--- config.mk ---
export PLATFORM = sky130hd
export DESIGN_NAME = fetch_unit
export DESIGN_NICKNAME = d
export VERILOG_FILES = /design/src/rtl/fetch_unit_pkg.sv /design/src/rtl/fetch_unit_branch_lut.sv /design/src/rtl/fetch_unit.sv
export SDC_FILE = /design/constraint.sdc
export NUM_CORES = 1
export LEC_CHECK = 0
export CORE_MARGIN = 4
export CORE_UTILIZATION = 43
export DETAILED_ROUTE_END_ITERATION = 10
export PLACE_DENSITY = 0.79
export SYNTH_ARGS = -nofsm -noshare
export SYNTH_HDL_FRONTEND = slang
export SYNTH_SLANG_ARGS = --single-unit
--- constraint.sdc ---
create_clock -name clk -period 2 [get_ports clk]
set_clock_uncertainty 0.15 [all_clocks]
set_input_delay 0.2 -clock clk [delete_from_list [all_inputs] [get_ports clk]]
set_output_delay 0.2 -clock clk [all_outputs]
set_load 0.02 [all_outputs]
--- src/rtl/fetch_unit_pkg.sv ---
// Shared definitions for the fetch unit and the control decoder: state
// encoding, halt opcode, instruction field positions and the per-program
// branch-target table.
package fetch_unit_pkg;

  localparam int PC_W   = 10;
  localparam int INST_W = 9;
  localparam int KEY_W  = 5;

  localparam logic [INST_W-1:0] HALT_INST = 9'h1FF;

  // Instruction field positions: branch flag, opcode, branch key
  localparam int OP_BR_BIT = 8;
  localparam int OP_HI     = 7;
  localparam int OP_LO     = 5;
  localparam int KEY_HI    = 4;
  localparam int KEY_LO    = 0;

  typedef enum logic [1:0] {
    IDLE = 2'd0,
    RUN  = 2'd1,
    DONE = 2'd2
  } state_t;

  // Branch-target table of the current program; unlisted keys map to 0
  function automatic logic [PC_W-1:0] program_target(input logic [KEY_W-1:0] key);
    logic [PC_W-1:0] tgt;
    tgt = '0;
    case (key)
      5'd3:    tgt = 10'd40;
      5'd7:    tgt = 10'd100;
      5'd12:   tgt = 10'h3FF;
      5'd31:   tgt = 10'd512;
      default: tgt = '0;
    endcase
    return tgt;
  endfunction

endpackage

--- src/rtl/fetch_unit_branch_lut.sv ---
// Constant key-to-target ROM used for taken branches. Pure combinational;
// reset has no effect on its contents.
module branch_lut #(
  parameter int PC_W      = fetch_unit_pkg::PC_W,
  parameter int LUT_DEPTH = 32
) (
  input  logic [fetch_unit_pkg::KEY_W-1:0] key,
  output logic [PC_W-1:0]                  target
);
  import fetch_unit_pkg::*;

  logic [PC_W-1:0] rom [LUT_DEPTH];

  // Populate every ROM entry from the program table
  for (genvar i = 0; i < LUT_DEPTH; i++) begin : g_rom
    assign rom[i] = PC_W'(program_target(KEY_W'(i)));
  end

  assign target = rom[key];

endmodule

--- src/rtl/fetch_unit.sv ---
// Program fetch sequencer: IDLE -> RUN -> DONE FSM driving the PC register.
// Branch targets come from the branch_lut ROM; halt beats a taken branch.
module fetch_unit #(
  parameter int                  PC_W      = fetch_unit_pkg::PC_W,
  parameter int                  LUT_DEPTH = 32,
  parameter logic [8:0]          HALT_INST = fetch_unit_pkg::HALT_INST
) (
  input  logic            clk,
  input  logic            reset,
  input  logic            start,
  input  logic [PC_W-1:0] start_addr,
  input  logic            stall,
  input  logic [8:0]      inst,
  input  logic            branch_en,
  output logic [PC_W-1:0] pc,
  output logic            running,
  output logic            fetch_en,
  output logic            done
);
  import fetch_unit_pkg::*;

  state_t          state;
  state_t          state_nxt;
  logic [PC_W-1:0] pc_nxt;
  logic [PC_W-1:0] branch_target;

  branch_lut #(
    .PC_W      (PC_W),
    .LUT_DEPTH (LUT_DEPTH)
  ) u_branch_lut (
    .key    (inst[KEY_HI:KEY_LO]),
    .target (branch_target)
  );

  // State and PC registers with synchronous reset
  always_ff @(posedge clk) begin
    if (reset) begin
      state <= IDLE;
      pc    <= '0;
    end else begin
      state <= state_nxt;
      pc    <= pc_nxt;
    end
  end

  // Next-state and next-PC selection
  always_comb begin
    state_nxt = state;
    pc_nxt    = pc;
    case (state)
      IDLE, DONE: begin
        if (start) begin
          pc_nxt    = start_addr;
          state_nxt = RUN;
        end
      end
      RUN: begin
        if (!stall) begin
          if (inst == HALT_INST) begin
            state_nxt = DONE;
          end else if (branch_en) begin
            pc_nxt = branch_target;
          end else begin
            pc_nxt = pc + PC_W'(1);
          end
        end
      end
      default: begin
        state_nxt = IDLE;
      end
    endcase
  end

  assign running  = (state == RUN);
  assign done     = (state == DONE);
  assign fetch_en = running & ~stall;

endmodule

==> results of run 1 <==
==> final cells by class <==
type                       count  share of cell area
inverter                       3             0.00780
clock buffer                   3              0.0156
multi-input combinational     91               0.444
timing repair buffer          54               0.342
sequential                    12               0.167
tap                           27              0.0234
==> state kept, by name, summed over array words and instances, names as in the netlist <==
signal	cells
state	2
pc	10
==> per-stage QoR <==
step	setup slack, ps	power (mW)	setup TNS [ps]	instances
after floorplan	219	0.441	0	112
after global placement	-124	0.576	-976	187
after detailed placement	-237	0.586	-1490	187
after CTS	65.2	0.750	0	190
after global routing	2.49	0.789	0	190
final	57.1	0.742	0	190
==> worst min-delay path by stage <==
| stage | startpoint | depth (start not counted) | to | slack [ps] |
|---|---|---|---|---|
| floorplan | reset | 1 | pc[6]$_SDFFE_PP0P_ | 120 |
| global placement | pc[4]$_SDFFE_PP0P_ | 2 | pc[4]$_SDFFE_PP0P_ | 350 |
| detailed placement | pc[4]$_SDFFE_PP0P_ | 2 | pc[4]$_SDFFE_PP0P_ | 360 |
| CTS | pc[4]$_SDFFE_PP0P_ | 2 | pc[4]$_SDFFE_PP0P_ | 370 |
| global route | pc[0]$_SDFFE_PP0P_ | 2 | pc[0]$_SDFFE_PP0P_ | 390 |
| finish | pc[0]$_SDFFE_PP0P_ | 2 | pc[0]$_SDFFE_PP0P_ | 360 |
==> report_power, final <==
group / switching [mW] / internal, mW / leakage, nW
clock: 0.0888 / 0.0699 / 0.0138
sequential: 0.0321 / 0.261 / 0.0994
combinational: 0.137 / 0.154 / 0.446
total: 0.258 / 0.484 / 0.559
==> tightest hold or removal path, delay by kind of cell, from the launching register on <==
family           cells  cell delay (ps)
AO/OA/AOI/OAI        1               50
AND/OR/NAND/NOR      1               60
flip-flops           1              360
==> metal layers <==
layer | track usage | routed length (um) | up-vias | share of wire
met5 | 0 | 0 | - | 0
met4 | 0.0581 | 20 | 0 | 0.0067
met3 | 0.0681 | 210 | 2 | 0.070
met2 | 0.358 | 1450 | 33 | 0.48
met1 | 0.295 | 1320 | 492 | 0.44
li1 | - | - | 521 | -
==> cell usage after synthesis <==
cell	count
buf_6	2
nand2_4	1
or3_4	1
a221o_1	1
nor3b_1	1
xnor2_1	2
a21oi_1	12
and4bb_2	2
a211oi_1	1
o21ai_0	7
nand2_1	9
nand2b_1	1
o221ai_1	1
nor2b_1	2
nand4_1	3
clkbuf_1	2
nand3_1	5
o211ai_1	8
xor2_1	5
a211oi_2	3
clkbuf_8	1
or2b_2	1
nand2b_4	1
and3b_1	1
a211o_1	1
nor2_1	7
dfxtp_1	12
a21bo_1	1
a2111oi_2	1
buf_1	1
and4_1	1
nor2_2	1
a21boi_4	1
nor4_2	1
ha_1	1
inv_1	3
a311oi_2	1
or3_2	1
o211a_1	1
a31oi_1	1
nor3_1	4
==> cells by family after synthesis <==
| kind of cell | share of synthesized area |
|---|---|
| AO/OA/AOI/OAI | 0.322 |
| XOR/XNOR | 0.0652 |
| adder cells (fa/ha/maj) | 0.0133 |
| buffers and inverters | 0.0626 |
| flip-flops | 0.256 |
| AND/OR/NAND/NOR | 0.281 |
==> summary.md, run 1 <==
| Metric | Value |
|---|---|
| Status | complete, no violations |
| Vias | 1048 |
| R2R Setup Slk | 160 ps |
| CTS tree | yes |
| Area share of the largest cell type after synthesis | 0.256 |
| 1st-iter DRT viols | 28 |
| Crit. Startpoint | inst[0] |
| Final hold violation count | 0 |
| Root Driver | clkbuf_4 |
| Critical path's top delay family | compound AO/OA/AOI/OAI gates |
| Register area | 241 um2 |
| # setup viols final | 0 |
| Critical path class | in2reg |
| DP Wirelength | 2.28 mm |
| Clock transition at the registers of the reported paths | 90 ps |
| Most frequent cells in the layout | clkdlybuf4s50_1, buf_4, a21oi_1, dfxtp_1, nand2_1 |
| DR vias/cell | 5.52 |
| Rows | 16 |
| #FFs+latches synth | 12 |
| Die Ht | 54.7 um |
| Post-CTS setup buffer count | 0 |
| Routed wire length | 3.01 mm |
| CP bufs+invs | 1 |
| Initial Utilization | 0.465 |
| FF-to-FF path depth | 5 |
| CTS Hold Bufs | 0 |
| Max_slew headroom | 0.601 |
| Mapped Cells | 112 |
| H-tree Lvls | 1 |
| Pin count of the biggest net entering global routing | 14 |
| Final critical-path required period | 1940 ps |
| Crit end category | flip-flop |
| Pwr Density | 514 mW/mm2 |
| CP max stage delay | 530 ps |
| Drt drc | 0 |
| Synth cell types | 41 |
| Tightest Hold Check Type | reg2reg |
| Largest area contributor in the netlist | dfxtp_1 |
| P&R area growth vs syn | 53.7% |
| Share of layout cells above drive strength 1 | 0.227 |
| Seq/Total Area, Yosys | 0.256 |
| RSZ-0062 raised after global routing | false |
| Max FO, Critical Path | 11 |
| CP Depth | 6 |
| Ant diodes | 0 |
| Total die area | 0.00300 mm2 |
| Fmax | 0.515 GHz |
| Mapped Nets | 137 |
| Global-route wire length before repair | 4.78 mm |
| Top cells by area, synth | dfxtp_1, a21oi_1, o211ai_1 |
| Worst path cell trace | clkdlybuf4s50_1 -> nand4_1 -> or3_4 -> a21bo_1 -> a21oi_1 -> a311oi_2 |
| Critical R2R Launch | pc[3]$_SDFFE_PP0P_ |
| Nets | 190 |
| CTS Buffer Depth | 2 |
| Critical path arrival | 1940 ps |
| Routability congestion estimate | 0.850 |
| Final core utilization | 0.714 |
| CP endpoint | pc[6]$_SDFFE_PP0P_ |
| Antenna viol nets, final | 0 |
| Final global-route overflow total | 0 |
| Mapped Area | 940 um2 |
| Max Slew Vio Count | 0 |
| Die X | 54.7 um |
| Commonest non-fill, non-tap cell in the layout | clkdlybuf4s50_1 |
| Port Buffers | 36 |
| Yosys warns | 0 |
| Cell Area, Placed | 0.00142 mm2 |
| I/O Pins | 37 |
| Max Cap Viol | 0 |
| Antenna violations before repair | 0 |
| Period utilisation layout | 0.971 |
| Post-CTS Resized | 1 |
| Hold_ws | 355 ps |
| CTS Buf Count | 3 |
| Slowest cell on crit path | clkdlybuf4s50_1 |
| Synthesized area per cell | 8.39 um2 |
| Final instance area | 0.00144 mm2 |
| Peak supply drop | 0.324 mV |
| Fill cell count | 159 |
| LEAKAGE | 0.559 nW |
| Worst skew pair latency | 280 ps |
| Core Area | 0.00202 mm2 |
| Routed wire per std cell | 15.8 um |
| Drt first pass iters | 5 |
| Vias in the first global route | 988 |
| CTS sink cnt | 12 |
| Multi-input logic area | 641 um2 |
| Total GRT Usage | 0.226 |
| Slew @ Worst Pin | 597 ps |
| Worst Path Required | 1990 ps |
| Crit start category | primary input |
| Reg2reg end | pc[9]$_SDFFE_PP0P_ |
Note: power is estimated with default switching activity, not from simulation.
==> inputs of run 2 (changes only) <==
--- a/config.mk
+++ b/config.mk
@@ -7,7 +7,6 @@
 export LEC_CHECK = 0
 export CORE_MARGIN = 4
-export CORE_UTILIZATION = 43
+export CORE_UTILIZATION = 31
 export DETAILED_ROUTE_END_ITERATION = 10
-export PLACE_DENSITY = 0.79
 export SYNTH_ARGS = -nofsm -noshare
 export SYNTH_HDL_FRONTEND = slang
==> constraint.sdc (replaced) <==
create_clock -name clk -period 2 [get_ports clk]
set_clock_uncertainty 0.15 [all_clocks]
set_input_delay 0.5 -clock clk [delete_from_list [all_inputs] [get_ports clk]]
set_output_delay 0.5 -clock clk [all_outputs]
set_load 0.02 [all_outputs]
==> run 2 against run 1 <==
Effect of this change:
- global-route usage is 7.4 points lower
- register-to-register slack better by 40 ps
- hold slack better by 19 ps
- routed wire length is 0.20% lower
- non-clock buffer count is 2 higher
- sequential power hardly changed
- die area is 33% higher
- maximum frequency is 0.38% higher
- design area is 4.2% higher
- clock power is 6% lower
- setup slack better by 7.4 ps
- critical path depth stayed put
- critical path type unchanged
==> summary.md, run 2 (synthesized netlist as in run 1, its figures left out) <==
| Metric | Value |
|---|---|
| Vias in the first global route | 1120 |
| Placed cell count | 192 |
| Final instance area | 0.00151 mm2 |
| Peak supply drop | 0.307 mV |
| CTS sink cnt | 12 |
| Reg2reg end | pc[8]$_SDFFE_PP0P_ |
| Most frequent cells in the layout | buf_4, clkdlybuf4s50_1, dlygate4sd2_1, dfxtp_1, a21oi_1 |
| Routability congestion estimate | 0.830 |
| 1st-iter DRT viols | 47 |
| H-tree Lvls | 1 |
| Hold_sp | pc[4]$_SDFFE_PP0P_ |
| Fill cell count | 269 |
| LEAKAGE | 0.710 nW |
| Max FO, Critical Path | 6 |
| Total GRT Usage | 0.152 |
| Max FFs per register | 10 |
| Rows | 19 |
| Max_slew headroom | 0.796 |
| Antenna violations before repair | 0 |
| I/O Pins | 37 |
| Post-Route M1 WL | 1.33 mm |
| CTS Buf Count | 3 |
| FF-to-FF path depth | 6 |
| Critical R2R Launch | pc[0]$_SDFFE_PP0P_ |
| # setup viols final | 0 |
| Slew @ Worst Pin | 305 ps |
| DP Wirelength | 2.20 mm |
| RSZ-0062 raised after global routing | false |
| Status | complete, no violations |
| CTS tree | yes |
| Fmax | 0.517 GHz |
| Pwr Total | 732 uW |
| Nets | 193 |
| R2R Setup Slk | 200 ps |
| Register with the most flip-flops | pc |
| Slowest cell on crit path | clkdlybuf4s50_1 |
| Share of layout cells above drive strength 1 | 0.277 |
| Die Ht | 63.1 um |
| Multi-input logic area | 676 um2 |
| Worst skew pair latency | 270 ps |
| P&R area growth vs syn | 60.2% |
| Core Area | 0.00283 mm2 |
| Non-Filler Instances | 197 |
| Ant diodes | 0 |
| Crit start category | primary input |
| Final hold violation count | 0 |
| Clock transition at the registers of the reported paths | 80 ps |
| Min-Delay Endpoint | pc[4]$_SDFFE_PP0P_ |
| Root Driver | clkbuf_4 |
| Tightest Hold Check Type | reg2reg |
| Critical path arrival | 1940 ps |
| WL met2 | 1.46 mm |
| Register area | 240 um2 |
| Largest registers | pc (10), state (2) |
| Cell Area, Placed | 0.00143 mm2 |
| Commonest non-fill, non-tap cell in the layout | buf_4 |
| Total die area | 0.00398 mm2 |
| Max Slew Vio Count | 0 |
| Pin count of the biggest net entering global routing | 14 |
| Critical path class | in2reg |
| CTS Buffer Depth | 2 |
| Routed wire per std cell | 15.2 um |
| Port Buffers | 36 |
| Routed wire length | 3.00 mm |
| Final global-route overflow total | 0 |
| Vias | 1093 |
| Top Metal Used | met4 |
| Antenna viol nets, final | 0 |
| Drt first pass iters | 4 |
| Initial Utilization | 0.332 |
| Max Cap Viol | 0 |
| Pwr Density | 486 mW/mm2 |
| Crit end category | flip-flop |
| Period utilisation layout | 0.968 |
| Drt drc | 0 |
| Global-route wire length before repair | 4.97 mm |
| DR vias/cell | 5.55 |
| Hold Path Cell Cnt | 2 |
| Met3 wire length | 178 um |
| Worst path cell trace | clkdlybuf4s50_1 -> or2b_2 -> buf_4 -> a21boi_4 -> a2111oi_2 -> nor4_2 |
| Die X | 63.1 um |
| Worst Path Required | 2010 ps |
| CP max stage delay | 470 ps |
| Final critical-path required period | 1940 ps |
==> run 2: changes by cell type in the layout (fill, tap and decap cells not counted), sizes merged <==
cell and change:
a21bo +1, dlymetal6s2s +8, buf +3, dlygate4sd2 +12, clkdlybuf4s50 -21
==> run 2: layout make-up <==
cell class / count / share of cell area
clock buffers: 3 / 0.0150
multi-input cells: 92 / 0.449
flip-flops and latches: 12 / 0.160
repair buffers: 56 / 0.343
well taps: 31 / 0.0258
inverters: 3 / 0.00748
==> run 2: through the flow <==
step | worst slack, ps | hold slack [ps] | TNS [ps] | utilization
2_1_floorplan | 219 | 414 | 0 | -
3_3_place_gp | -426 | 353 | -4550 | 0.507
3_5_place_dp | -488 | 363 | -4800 | 0.507
4_1_cts | -2.19 | 374 | -2.19 | 0.520
5_1_grt | 0.902 | 410 | 0 | 0.532
6_report | 64.6 | 374 | 0 | 0.532
==> run 2: how the worst max path moves through the flow <==
stage / start / endpoint / slack, ps / cells after the start
2_1_floorplan: pc[5]$_SDFFE_PP0P_ / pc[9]$_SDFFE_PP0P_ / 220 / 6
5_1_grt: start / pc[9]$_SDFFE_PP0P_ / 0.9 / 6
3_5_place_dp: inst[3] / pc[6]$_SDFFE_PP0P_ / -490 / 6
6_report: start / pc[9]$_SDFFE_PP0P_ / 60 / 6
3_3_place_gp: inst[0] / pc[6]$_SDFFE_PP0P_ / -430 / 6
4_1_cts: stall / fetch_en / -2 / 3
==> run 2: power breakdown <==
group / internal [mW] / leakage [nW] / switching (mW)
registers: 0.261 / 0.0990 / 0.0322
logic: 0.149 / 0.598 / 0.139
clock network: 0.0697 / 0.0138 / 0.0807
==> run 2: per-layer routing <==
layer,track usage,vias to the layer above
met5,0,-
met4,0.0496,0
met3,0.0320,6
met2,0.258,42
met1,0.191,513
li1,-,532
==> run 2: repair_timing <==
item	4_1_cts	5_1_grt
gates resized for setup	21	13
setup endpoints to repair	17	15
hold buffers	0	0
endpoints found under the hold margin	0	0
gates cloned	1	0
buffers inserted	0	1
pin swaps	7	4
==> run 2: worst max-delay path: cells and delay by family <==
kind | cells | cell delay [ps]
AOI/OAI and AO/OA | 2 | 410
buffers and inverters | 2 | 620
and+or+nand+nor | 2 | 420
